`src/rtl/sar_pkg.sv`:
```
// Shared constants and state encoding for the 4-bit successive-approximation search.
package sar_pkg;

  localparam int unsigned WIDTH = 4;
  localparam int unsigned BIT_W = 2;
  localparam int unsigned CNT_W = 3;

  typedef enum logic [1:0] {
    IDLE = 2'd0,
    TEST = 2'd1,
    DONE = 2'd2
  } state_t;

endpackage

```
`src/rtl/sar_settle_timer.sv`:
```
// Settle counter: expired is high on the cycle the comparator flags may be sampled.
module sar_settle_timer
  import sar_pkg::*;
#(
  parameter int unsigned CMP_LAT = 0
) (
  input  logic clk,
  input  logic rst_n,
  input  logic clr,
  input  logic en,
  output logic expired
);

  logic [CNT_W-1:0] count;

  always_ff @(posedge clk or negedge rst_n) begin
    if (!rst_n) begin
      count <= '0;
    end else if (clr) begin
      count <= '0;
    end else if (en) begin
      count <= count + CNT_W'(1);
    end
  end

  assign expired = (count == CNT_W'(CMP_LAT));

endmodule

```
`src/rtl/sar_search_4_bits.sv`:
```
// 4-bit SAR search controller driving a magnitude comparator.
// Define SAR_ONEHOT_CHECK_EN to add the flag-integrity check and the err port.
module sar_search_4_bits
  import sar_pkg::*;
#(
  parameter int unsigned CMP_LAT = 0
) (
  input  logic             clk,
  input  logic             rst_n,
  input  logic             start,
  input  logic             cmp_e,
  input  logic             cmp_plus,
  input  logic             cmp_less,
  output logic [WIDTH-1:0] trial,
  output logic [WIDTH-1:0] result,
  output logic             busy,
  output logic             done
`ifdef SAR_ONEHOT_CHECK_EN
  ,
  output logic             err
`endif
);

  state_t             state, state_nxt;
  logic [BIT_W-1:0]   bit_idx, bit_nxt;
  logic [WIDTH-1:0]   trial_nxt, result_nxt, upd;
  logic               busy_nxt, done_nxt;
  logic               expired, start_acc, sample, bad;
`ifdef SAR_ONEHOT_CHECK_EN
  logic               err_nxt;
`endif

  assign start_acc = (state == IDLE) && start;
  assign sample    = (state == TEST) && expired;

  sar_settle_timer #(
    .CMP_LAT (CMP_LAT)
  ) u_timer (
    .clk     (clk),
    .rst_n   (rst_n),
    .clr     (start_acc || sample),
    .en      (state == TEST),
    .expired (expired)
  );

  // Next-state and datapath decisions; flags resolve e > less > plus.
  always_comb begin
    state_nxt  = state;
    bit_nxt    = bit_idx;
    trial_nxt  = trial;
    result_nxt = result;
    busy_nxt   = busy;
    done_nxt   = 1'b0;
    upd        = trial;
    bad        = 1'b0;
`ifdef SAR_ONEHOT_CHECK_EN
    err_nxt    = err;
`endif
    case (state)
      IDLE: begin
        if (start) begin
          state_nxt = TEST;
          trial_nxt = {1'b1, {(WIDTH-1){1'b0}}};
          bit_nxt   = BIT_W'(WIDTH-1);
          busy_nxt  = 1'b1;
`ifdef SAR_ONEHOT_CHECK_EN
          err_nxt   = 1'b0;
`endif
        end
      end
      TEST: begin
        if (sample) begin
`ifdef SAR_ONEHOT_CHECK_EN
          bad = ((2'(cmp_e) + 2'(cmp_plus) + 2'(cmp_less)) != 2'd1);
`endif
          if (bad) begin
            result_nxt = '0;
`ifdef SAR_ONEHOT_CHECK_EN
            err_nxt    = 1'b1;
`endif
            state_nxt  = DONE;
            busy_nxt   = 1'b0;
            done_nxt   = 1'b1;
          end else if (cmp_e) begin
            result_nxt = trial;
            state_nxt  = DONE;
            busy_nxt   = 1'b0;
            done_nxt   = 1'b1;
          end else begin
            if (cmp_less) begin
              upd[bit_idx] = 1'b0;
            end
            if (bit_idx == '0) begin
              trial_nxt  = upd;
              result_nxt = upd;
              state_nxt  = DONE;
              busy_nxt   = 1'b0;
              done_nxt   = 1'b1;
            end else begin
              upd[bit_idx - BIT_W'(1)] = 1'b1;
              trial_nxt = upd;
              bit_nxt   = bit_idx - BIT_W'(1);
            end
          end
        end
      end
      DONE: begin
        state_nxt = IDLE;
      end
      default: begin
        state_nxt = IDLE;
        busy_nxt  = 1'b0;
      end
    endcase
  end

  always_ff @(posedge clk or negedge rst_n) begin
    if (!rst_n) begin
      state   <= IDLE;
      bit_idx <= '0;
      trial   <= '0;
      result  <= '0;
      busy    <= 1'b0;
      done    <= 1'b0;
`ifdef SAR_ONEHOT_CHECK_EN
      err     <= 1'b0;
`endif
    end else begin
      state   <= state_nxt;
      bit_idx <= bit_nxt;
      trial   <= trial_nxt;
      result  <= result_nxt;
      busy    <= busy_nxt;
      done    <= done_nxt;
`ifdef SAR_ONEHOT_CHECK_EN
      err     <= err_nxt;
`endif
    end
  end

endmodule

```
`config.mk`:
```
export PLATFORM = sky130hd
export DESIGN_NAME = sar_search_4_bits
export DESIGN_NICKNAME = d
export VERILOG_FILES = /design/src/rtl/sar_pkg.sv /design/src/rtl/sar_settle_timer.sv /design/src/rtl/sar_search_4_bits.sv
export SDC_FILE = /design/constraint.sdc
export NUM_CORES = 1
export LEC_CHECK = 0
export ABC_CLOCK_PERIOD_IN_PS = 1800
export CORE_MARGIN = 2
export CORE_UTILIZATION = 45
export DETAILED_ROUTE_END_ITERATION = 12
export PLACE_DENSITY = 0.73
export SYNTH_ARGS = -nofsm -noshare
export SYNTH_HDL_FRONTEND = slang
export SYNTH_HIERARCHICAL = 1
export SYNTH_SLANG_ARGS = --single-unit
```
`constraint.sdc`:
```
create_clock -name clk -period 1.8 [get_ports clk]
set_clock_uncertainty 0.2 [all_clocks]
set_input_delay 0.36 -clock clk [delete_from_list [all_inputs] [get_ports clk]]
set_output_delay 0.36 -clock clk [all_outputs]
set_load 0.02 [all_outputs]
```
==> report_table.html, run 1 <==
<table>
<tr><th>Metric</th><th>Value</th></tr>
<tr><th colspan="2">Cells and area</th></tr>
<tr><td>Ratio of cells with drive above 1 in the final layout</td><td>27.4%</td></tr>
<tr><td>Layout area overhead</td><td>39.4%</td></tr>
<tr><td>Non-filler cells, final</td><td>144</td></tr>
<tr><td>Nets</td><td>130</td></tr>
<tr><td>Commonest non-fill, non-tap cells in the layout</td><td>dfrtp_1 (17), buf_4 (17), dlygate4sd2_1 (9)</td></tr>
<tr><td>Antenna Cells</td><td>0</td></tr>
<tr><th colspan="2">Outcome</th></tr>
<tr><td>Status</td><td>finished clean</td></tr>
<tr><th colspan="2">STA</th></tr>
<tr><td>Tightest Pin Transition</td><td>338 ps</td></tr>
<tr><td>Count of final setup violators</td><td>0</td></tr>
<tr><td>Worst hold slack after final layout</td><td>175 ps</td></tr>
<tr><td>Period Utilization, post-route</td><td>99.6%</td></tr>
<tr><td>Normalized max-slew margin</td><td>77.2%</td></tr>
<tr><td>Min Tclk post-route</td><td>1790 ps</td></tr>
<tr><td>Highest attainable clock frequency</td><td>558 MHz</td></tr>
<tr><td>Post-layout worst setup margin</td><td>6.84 ps</td></tr>
<tr><td>Max-slew violations</td><td>0</td></tr>
<tr><td>Unrepaired setup endpoints after global routing</td><td>true</td></tr>
<tr><td>Number of hold violations in the final report</td><td>0</td></tr>
<tr><th colspan="2">Yosys</th></tr>
<tr><td>Number of flip-flops and latches in the synthesized netlist</td><td>17</td></tr>
<tr><td>Synthesized area per cell</td><td>10.6 um^2</td></tr>
<tr><td>Share of async-settable or async-resettable flops after synthesis</td><td>100%</td></tr>
<tr><td>Post-Synthesis Cells</td><td>84</td></tr>
<tr><td>Top FF cell, synth</td><td>dfrtp_1</td></tr>
<tr><td>Number of enable flip-flop cells after synthesis</td><td>0</td></tr>
<tr><td>Number of unique standard cell types used by synthesis</td><td>31</td></tr>
<tr><td>Sequential share of the synthesized area</td><td>47.7%</td></tr>
<tr><td>Nets in the synthesized netlist</td><td>96</td></tr>
<tr><td>Post-Syn Area</td><td>892 um^2</td></tr>
<tr><td>Synthesis Warnings</td><td>6</td></tr>
<tr><th colspan="2">Clocking</th></tr>
<tr><td>Reg clk slew, reported paths</td><td>100 ps</td></tr>
<tr><td>Number of sinks on the clock net</td><td>17</td></tr>
<tr><td>Num CTS Buffers</td><td>3</td></tr>
<tr><td>H-tree levels</td><td>1</td></tr>
<tr><td>Clock latency on the worst-skew pair</td><td>290 ps</td></tr>
<tr><td>Root buf cell</td><td>clkbuf_4</td></tr>
<tr><td>Max Root-Sink Buffers</td><td>2</td></tr>
<tr><td>CTS tree</td><td>built</td></tr>
<tr><th colspan="2">GRT</th></tr>
<tr><td>Global-route wire length before repair</td><td>3230 um</td></tr>
<tr><td>Grt total ovfl</td><td>0</td></tr>
<tr><td>Vias in the first global route</td><td>733</td></tr>
<tr><td>GRT Total Usage</td><td>17.6%</td></tr>
<tr><td>Antenna violations before repair</td><td>0</td></tr>
<tr><td>Pin count of the biggest net entering global routing</td><td>18</td></tr>
<tr><th colspan="2">Drt</th></tr>
<tr><td>Drc violations</td><td>0</td></tr>
<tr><td>Detailed-route vias per instance</td><td>5.30</td></tr>
<tr><td>Aggregate routed wire length</td><td>1910 um</td></tr>
<tr><td>Detail Route Antenna Nets</td><td>0</td></tr>
<tr><td>Top routing layer in use</td><td>met4</td></tr>
<tr><td>Met3 routed WL</td><td>81 um</td></tr>
<tr><td>Routed length per placed instance</td><td>13.3 um</td></tr>
<tr><td>Post-route met1 wirelength</td><td>888 um</td></tr>
<tr><td>Length of the first detailed-routing pass in iterations</td><td>4</td></tr>
<tr><td>Violation count after the first detailed-routing iteration</td><td>19</td></tr>
<tr><td>Routed length on met2</td><td>907 um</td></tr>
<tr><td>Via count</td><td>763</td></tr>
<tr><th colspan="2">Placed design</th></tr>
<tr><td># placed instances</td><td>137</td></tr>
<tr><td>Last weighted congestion value of the routability-driven placer</td><td>0.881</td></tr>
<tr><td>Number of buffer cells added on primary ports</td><td>14</td></tr>
<tr><td>Half-perimeter wire length of the detailed placement result</td><td>1400 um</td></tr>
<tr><td>Pre-CTS WS</td><td>-158 ps</td></tr>
<tr><th colspan="2">Floorplanning</th></tr>
<tr><td>Boundary pin count</td><td>16</td></tr>
<tr><td>Die Outline Area</td><td>2350 um^2</td></tr>
<tr><td>Horizontal die dimension</td><td>48.5 um</td></tr>
<tr><td>Area of the core</td><td>1920 um^2</td></tr>
<tr><td>Starting Density</td><td>46.4%</td></tr>
<tr><td>Standard-cell rows</td><td>16</td></tr>
<tr><td>Die height</td><td>48.5 um</td></tr>
<tr><th colspan="2">Pwr</th></tr>
<tr><td>Static Leakage</td><td>0.000617 uW</td></tr>
<tr><td>Max rail drop VDD</td><td>994 uV</td></tr>
<tr><td>Power density over the cells</td><td>1680 nW/um^2</td></tr>
<tr><th colspan="2">Setup path</th></tr>
<tr><td>Crit Path Category</td><td>reg2reg</td></tr>
<tr><td>Worst-path maximum fanout</td><td>5</td></tr>
<tr><td>Startpoint type of the worst setup path</td><td>flop</td></tr>
<tr><td>Category of the worst setup path capture point</td><td>flop</td></tr>
<tr><td>Required time of the worst setup path</td><td>1790 ps</td></tr>
<tr><td>Signal arrival time at the worst endpoint</td><td>1780 ps</td></tr>
<tr><th colspan="2">Hold path</th></tr>
<tr><td>Hold Path Class</td><td>in2async</td></tr>
<tr><th colspan="2">Job</th></tr>
<tr><td>Number of max-capacitance violations reported</td><td>0</td></tr>
</table>
-- sequential cells by signal, summed over array words and instances (netlist names) --
| signal | flops |
|---|---|
| bit_idx | 2 |
| busy | 1 |
| done | 1 |
| result | 4 |
| trial | 4 |
| state | 2 |
| u_timer/count | 3 |
-- power breakdown --
group | internal [uW] | switching [uW]
registers | 544 | 121
clock network | 82.6 | 118
logic | 612 | 610
total | 1240 | 848
-- synth_stat cells (2+ instances only) --
cell type	n	share of area (%)
a21boi_0	4	3.4
a21oi_1	3	1.7
dfrtp_1	17	48
ha_1	6	8.4
inv_1	6	2.5
mux2_2	4	5.0
nand2_1	8	3.4
nand3_1	3	1.7
nand3b_1	2	1.7
nor2_1	4	1.7
nor2b_1	4	2.8
o211ai_1	2	1.7
o21ai_0	3	1.7
-- final cells by class --
cell class	instances	area, um^2
Fill cell	157	678
Tap cell	27	33.8
Clock buffer	3	22.5
Sequential cell	17	425
Inverter	6	22.5
Clock inverter	1	5.00
Timing Repair Buffer	31	259
Multi-Input combinational cell	59	475
-- logic make-up (layout without fill, tap and decap cells) --
kind of cell	count (synthesis)	count (layout)	share of synthesized area [%]
XOR/XNOR	1	1	0.982
buffers and inverters	8	41	3.51
AO/OA/AOI/OAI	21	21	17.4
flip-flops	17	17	47.7
adder cells (fa/ha/maj)	6	6	8.41
multiplexers	5	5	6.17
AND/OR/NAND/NOR	26	26	15.8
-- per-stage QoR --
step	TNS, ps	utilization [%]	area (um^2)	total power [uW]
2_1_floorplan	0	-	892	1310
3_3_place_gp	-1050	60.5	1160	1770
3_5_place_dp	-1130	60.5	1160	1810
4_1_cts	0	61.7	1190	1970
5_1_grt	-226	64.7	1240	2250
6_report	0	64.7	1240	2090
-- worst paths after layout --
path	start	end	slack (ps)	cells past startpoint
worst min register to register	result[2]$_DFFE_PN0P_	result[2]$_DFFE_PN0P_	320	1
min in group clk	result[2]$_DFFE_PN0P_	result[2]$_DFFE_PN0P_	320	1
max in group asynchronous	rst_n	state[0]$_DFFE_PN0P_	1030	2
worst max-delay path	u_timer/count[1]$_DFFE_PN0P_	result[2]$_DFFE_PN0P_	7	6
worst min-delay path	rst_n	trial[0]$_DFFE_PN0P_	170	2
worst max register to register	u_timer/count[1]$_DFFE_PN0P_	result[2]$_DFFE_PN0P_	7	6
-- metal layers --
metal	track usage [%]	vias up
met5	0	-
met4	11.0	0
met3	2.47	4
met2	27.3	24
met1	23.2	371
li1	-	364
-- repair_timing --
item                                    CTS  global route
hold buffers                              0             0
buffers inserted                          0             3
pin swaps                                 0             2
endpoints found under the setup margin   13             9
gates resized for setup                  11            10
-- worst max-delay path, stage by stage, from the launching register on --
cell	delay [ps]
dfrtp_1	410
inv_2	80
ha_4	120
nor2b_4	160
nand3b_1	160
nor2_4	250
mux2_4	320
No activity file was read; power rests on OpenSTA's default activity.
==> run 2: changes to the inputs <==
--- a/config.mk
+++ b/config.mk
@@ -5,11 +5,11 @@
 export SDC_FILE = /design/constraint.sdc
 export NUM_CORES = 1
 export LEC_CHECK = 0
-export ABC_CLOCK_PERIOD_IN_PS = 1800
+export ABC_CLOCK_PERIOD_IN_PS = 2120
 export CORE_MARGIN = 2
-export CORE_UTILIZATION = 45
+export CORE_UTILIZATION = 54
 export DETAILED_ROUTE_END_ITERATION = 12
-export PLACE_DENSITY = 0.73
+export PLACE_DENSITY = 0.82
 export SYNTH_ARGS = -nofsm -noshare
 export SYNTH_HDL_FRONTEND = slang
 export SYNTH_HIERARCHICAL = 1
==> constraint.sdc (replaced) <==
create_clock -name clk -period 2.12 [get_ports clk]
set_clock_uncertainty 0.2 [all_clocks]
set_input_delay 0.424 -clock clk [delete_from_list [all_inputs] [get_ports clk]]
set_output_delay 0.424 -clock clk [all_outputs]
set_load 0.02 [all_outputs]
==> report_table.html, run 2 (same netlist as run 1, synthesis figures left out) <==
<table>
<tr><th>Metric</th><th>Value</th></tr>
<tr><th colspan="2">Drt</th></tr>
<tr><td>Detailed-route vias per instance</td><td>6.13 (+16%)</td></tr>
<tr><td>Via count</td><td>729 (-4.5%)</td></tr>
<tr><td>Violation count after the first detailed-routing iteration</td><td>18 (-1)</td></tr>
<tr><td>Aggregate routed wire length</td><td>1820 um (-5.0%)</td></tr>
<tr><td>Routed length per placed instance</td><td>15.3 um (+15%)</td></tr>
<tr><td>Length of the first detailed-routing pass in iterations</td><td>4 (unchanged)</td></tr>
<tr><td>Detail Route Antenna Nets</td><td>0 (unchanged)</td></tr>
<tr><td>Drc violations</td><td>0 (unchanged)</td></tr>
<tr><th colspan="2">Cells and area</th></tr>
<tr><td>Ratio of cells with drive above 1 in the final layout</td><td>14.6% (-13 points)</td></tr>
<tr><td>Layout area overhead</td><td>23.7%</td></tr>
<tr><td>Antenna Cells</td><td>0 (unchanged)</td></tr>
<tr><td>Number of fill cells</td><td>117 (-25%)</td></tr>
<tr><td>Largest registers</td><td>result: 4 flops, trial: 4 flops, u_timer/count: 3 flops</td></tr>
<tr><td>Nets</td><td>116 (-11%)</td></tr>
<tr><td>Most common cell after layout, fill and taps aside</td><td>dfrtp_1</td></tr>
<tr><td>Register Area</td><td>425 um^2 (unchanged)</td></tr>
<tr><td>Area of the multi-input gates</td><td>445 um^2 (-6.3%)</td></tr>
<tr><td>Commonest non-fill, non-tap cells in the layout</td><td>dfrtp_1 (17), clkdlybuf4s50_1 (14), nand2_1 (8)</td></tr>
<tr><th colspan="2">Floorplanning</th></tr>
<tr><td>Horizontal die dimension</td><td>44.6 um (-8.0%)</td></tr>
<tr><td>Area of the core</td><td>1520 um^2 (-21%)</td></tr>
<tr><td>Starting Density</td><td>58.5% (+12 points)</td></tr>
<tr><td>Die height</td><td>44.6 um (-8.0%)</td></tr>
<tr><td>Standard-cell rows</td><td>14 (-2)</td></tr>
<tr><td>Boundary pin count</td><td>16 (unchanged)</td></tr>
<tr><td>Die Outline Area</td><td>1990 um^2 (-15%)</td></tr>
<tr><th colspan="2">Setup path</th></tr>
<tr><td>Startpoint type of the worst setup path</td><td>flop</td></tr>
<tr><td>Crit Path Category</td><td>reg2reg</td></tr>
<tr><td>Critical Path Max Stage Delay</td><td>420 ps (about the same)</td></tr>
<tr><td>Worst flop-to-flop path startpoint</td><td>u_timer/count[0]$_DFFE_PN0P_</td></tr>
<tr><td>Category of the worst setup path capture point</td><td>flop</td></tr>
<tr><td>Cell-by-cell trace of the critical path</td><td>inv_1 -&gt; ha_1 -&gt; nor2b_1 -&gt; nand3b_1 -&gt; nor2_4 -&gt; mux2_2</td></tr>
<tr><td>Launch point of the worst path</td><td>u_timer/count[0]$_DFFE_PN0P_</td></tr>
<tr><td>Required time of the worst setup path</td><td>2100 ps (+310 ps)</td></tr>
<tr><td>Worst-path maximum fanout</td><td>5 (unchanged)</td></tr>
<tr><td>Signal arrival time at the worst endpoint</td><td>1970 ps (+190 ps)</td></tr>
<tr><td>Cell with the largest stage delay on the worst path</td><td>dfrtp_1</td></tr>
<tr><th colspan="2">GRT</th></tr>
<tr><td>GRT Total Usage</td><td>21.6% (+4.0 points)</td></tr>
<tr><td>Pin count of the biggest net entering global routing</td><td>18 (unchanged)</td></tr>
<tr><td>Global-route wire length before repair</td><td>2990 um (-7.5%)</td></tr>
<tr><td>Vias in the first global route</td><td>709 (-3.3%)</td></tr>
<tr><td>Antenna violations before repair</td><td>0 (unchanged)</td></tr>
<tr><td>Grt total ovfl</td><td>0 (unchanged)</td></tr>
<tr><th colspan="2">Placed design</th></tr>
<tr><td>Number of buffer cells added on primary ports</td><td>14 (unchanged)</td></tr>
<tr><td>Pre-CTS WS</td><td>26.7 ps (+184 ps)</td></tr>
<tr><td>Half-perimeter wire length of the detailed placement result</td><td>1290 um (-8.3%)</td></tr>
<tr><td>Last weighted congestion value of the routability-driven placer</td><td>0.893 (+1.4%)</td></tr>
<tr><th colspan="2">Pwr</th></tr>
<tr><td>Max rail drop VDD</td><td>840 uV (-15%)</td></tr>
<tr><td>Power density over the cells</td><td>1470 nW/um^2 (-13%)</td></tr>
<tr><td>Static Leakage</td><td>0.000494 uW (-20%)</td></tr>
<tr><th colspan="2">Clocking</th></tr>
<tr><td>H-tree levels</td><td>1 (unchanged)</td></tr>
<tr><td>CTS tree</td><td>built</td></tr>
<tr><td>Root buf cell</td><td>clkbuf_4</td></tr>
<tr><td>Max Root-Sink Buffers</td><td>2 (unchanged)</td></tr>
<tr><td>Clock latency on the worst-skew pair</td><td>290 ps (about the same)</td></tr>
<tr><td>Num CTS Buffers</td><td>3 (unchanged)</td></tr>
<tr><td>Setup fix buffers added after clock tree synthesis</td><td>0 (unchanged)</td></tr>
<tr><td>Number of sinks on the clock net</td><td>17 (unchanged)</td></tr>
<tr><td>Reg clk slew, reported paths</td><td>100 ps (about the same)</td></tr>
<tr><th colspan="2">STA</th></tr>
<tr><td>Tightest Pin Transition</td><td>559 ps (+221 ps)</td></tr>
<tr><td>Accumulated negative setup slack</td><td>0 ps (unchanged)</td></tr>
<tr><td>Normalized max-slew margin</td><td>62.7% (-15 points)</td></tr>
<tr><td>Max-slew violations</td><td>0 (unchanged)</td></tr>
<tr><td>Highest attainable clock frequency</td><td>502 MHz (-10%)</td></tr>
<tr><td>Min Tclk post-route</td><td>1990 ps (+199 ps)</td></tr>
<tr><td>Count of final setup violators</td><td>0 (unchanged)</td></tr>
<tr><td>Period Utilization, post-route</td><td>94.0% (-5.7 points)</td></tr>
<tr><td>Number of hold violations in the final report</td><td>0 (unchanged)</td></tr>
<tr><td>Post-layout worst setup margin</td><td>128 ps (+121 ps)</td></tr>
<tr><td>Unrepaired setup endpoints after global routing</td><td>false</td></tr>
<tr><th colspan="2">Hold path</th></tr>
<tr><td>Hold Path Class</td><td>in2async</td></tr>
<tr><th colspan="2">Job</th></tr>
<tr><td>Number of max-capacitance violations reported</td><td>0 (unchanged)</td></tr>
<tr><th colspan="2">Outcome</th></tr>
<tr><td>Status</td><td>finished clean</td></tr>
</table>
==> run 2: changes by cell type in the layout (fill, tap and decap cells not counted), sizes merged <==
cell	previous run	this run
dlygate4sd2	9	0
dlymetal6s2s	1	0
clkdlybuf4s50	4	14
buf	17	3
==> run 2: what timing repair did <==
action / CTS / global route
hold buffers: 0 / 0
resized for setup: 0 / 2
endpoints found under the setup margin: 0 / 1
==> run 2: critical path: cells and delay by family (launching register included) <==
kind | cells | cell delay (ps)
adders and majority gates | 1 | 150
and+or+nand+nor | 3 | 690
DFF | 1 | 420
muxes | 1 | 360
buffers and inverters | 1 | 80
==> run 2: metrics by stage <==
stage	hold WS [ps]	utilization (%)	power (uW)	std cells	area, um^2
3_3_place_gp	290	70.0	1390	115	1070
5_1_grt	268	72.4	1740	119	1100
3_5_place_dp	295	70.0	1430	115	1070
6_report	253	72.4	1620	119	1100
4_1_cts	251	71.8	1610	119	1090
2_1_floorplan	-71.6	-	1120	84	892
==> run 2: power breakdown <==
part	internal (uW)	switching, uW	leakage, uW
Sequential	462	126	0.000208
Combinational	411	449	0.000269
Clock	70.1	100	0.0000177
==> run 2: area by class of cell <==
type | instances | area share [%]
repair buffers | 17 | 14.7
inverters | 6 | 2.04
multi-input cells | 59 | 40.4
clock buffers | 3 | 2.04
flip-flops and latches | 17 | 38.5
well taps | 16 | 1.81
clock inverters | 1 | 0.454
==> run 2: final timing paths <==
check	slack [ps]	cells after the start	to
setup reg to reg	130	6	result[0]$_DFFE_PN0P_
max in group asynchronous	1280	2	u_timer/count[0]$_DFFE_PN0P_
setup / recovery	130	6	result[0]$_DFFE_PN0P_
hold / removal	250	2	bit_idx[0]$_DFFE_PN0P_
min in group clk	320	1	result[1]$_DFFE_PN0P_
hold reg to reg	320	1	result[1]$_DFFE_PN0P_
==> run 2: routing by layer <==
metal  share of wire [%]  track usage, %
met5                   0               0
met4                 3.2            13.3
met3                 5.5            5.71
met2                  44            33.0
met1                  47            27.0
==> RTL change (config.mk and constraints of run 1) <==
Set the package constant `WIDTH` to 6 (it was 4).
--- a/src/rtl/sar_pkg.sv
+++ b/src/rtl/sar_pkg.sv
@@ -1,7 +1,7 @@
 // Shared constants and state encoding for the 4-bit successive-approximation search.
 package sar_pkg;
 
-  localparam int unsigned WIDTH = 4;
+  localparam int unsigned WIDTH = 6;
   localparam int unsigned BIT_W = 2;
   localparam int unsigned CNT_W = 3;
 
Interface: changed (resized result and trial); port bits go from 16 to 20. No check against the original RTL was run, so the function may have changed too.
==> RTL change against run 1 <==
Sequential cell count is 2 higher. Non-clock buffer count fell by 3. Power down 6.6%. Cell area increased by 7.6%. Worst setup slack better by 23 ps. Fmax is 1.3% higher. Routed wire length is 5.3% higher. Area after synthesis increased by 19%. Count of clock-buffer cells in the layout increased by 1. Critical endpoint is now result[3]. Highest routed layer unchanged.
==> RTL change: results (changes against run 1) <==
vias in the first global route=765 (was 733); Netlist cell types=34 (was 31); Fmax=0.565 GHz (was 0.558 GHz); WL met3=107 um (was 81 um); largest net degree at the start of global routing=20 (was 18); final net count=139 (was 130); VDD IR-drop max=0.853 mV (was 0.994 mV); fraction of layout cells with a size suffix above 1=21.4% (was 27.4%); Detailed Route Iter0 Violations=7 (was 19); Hold Slack=193 ps (was 175 ps); Compound-Gate Fraction of Synth Area=12.8% (was 17.4%); Synth area leaders=dfrtp_1 (45%), ha_1 (7.1%), mux2_2 (4.3%), nor2b_1 (3.6%), nand2_1 (3.2%) (was dfrtp_1 (48%), ha_1 (8.4%), mux2_2 (5.0%), a21boi_0 (3.4%), nand2_1 (3.4%)); DP Area=0.00131 sq mm (was 0.00116 sq mm); status=complete, no violations (unchanged); Via Count=794 (was 763); all-layer global routing usage=16.2% (was 17.6%); Buffers on Ports=16 (was 14); Worst R2R End=result[3] (was result[2]); xor-xnor portion of the synthesized cell area=0.828% (was 0.982%); arrival time at the worst endpoint=1750 ps (was 1780 ps); Seq/Total Area, Yosys=45.0% (was 47.7%); RePlAce Congestion=0.793 (was 0.881); total wire length=2010 um (was 1910 um); routing usage on met2=26.7% (was 27.3%); Synth Instances=98 (was 84); mux cell area share after synthesis=5.21% (was 6.17%)
RTL change: cell count changes after synthesis, moves of 2 or more:
cell,change
nand2b_1,+2
buf_6,+2
a21oi_1,-2
nor2b_1,+2
dfrtp_1,+2
nand3b_1,+2
a31oi_1,+2
buf_4,+3
a21oi_2,+2
RTL change: final cells by class:
cell class,instances,area (sq um)
Sequential cell,19,475
Inverter,5,18.8
Tap cell,28,35.0
Timing Repair Buffer,28,239
Fill cell,190,873
Multi-Input combinational cell,70,544
Clock buffer,4,26.3
RTL change: report_power, final:
part | switching [mW] | leakage, nW | internal (mW)
clock network | 0.122 | 0.0150 | 0.0861
registers | 0.121 | 0.238 | 0.559
logic | 0.548 | 0.404 | 0.514
RTL change: critical path, stage by stage (launching register included):
cell	delay [ps]
dfrtp_1	410
inv_1	60
ha_1	140
nor2b_4	200
nand3b_4	100
nor2_4	220
mux2_4	320
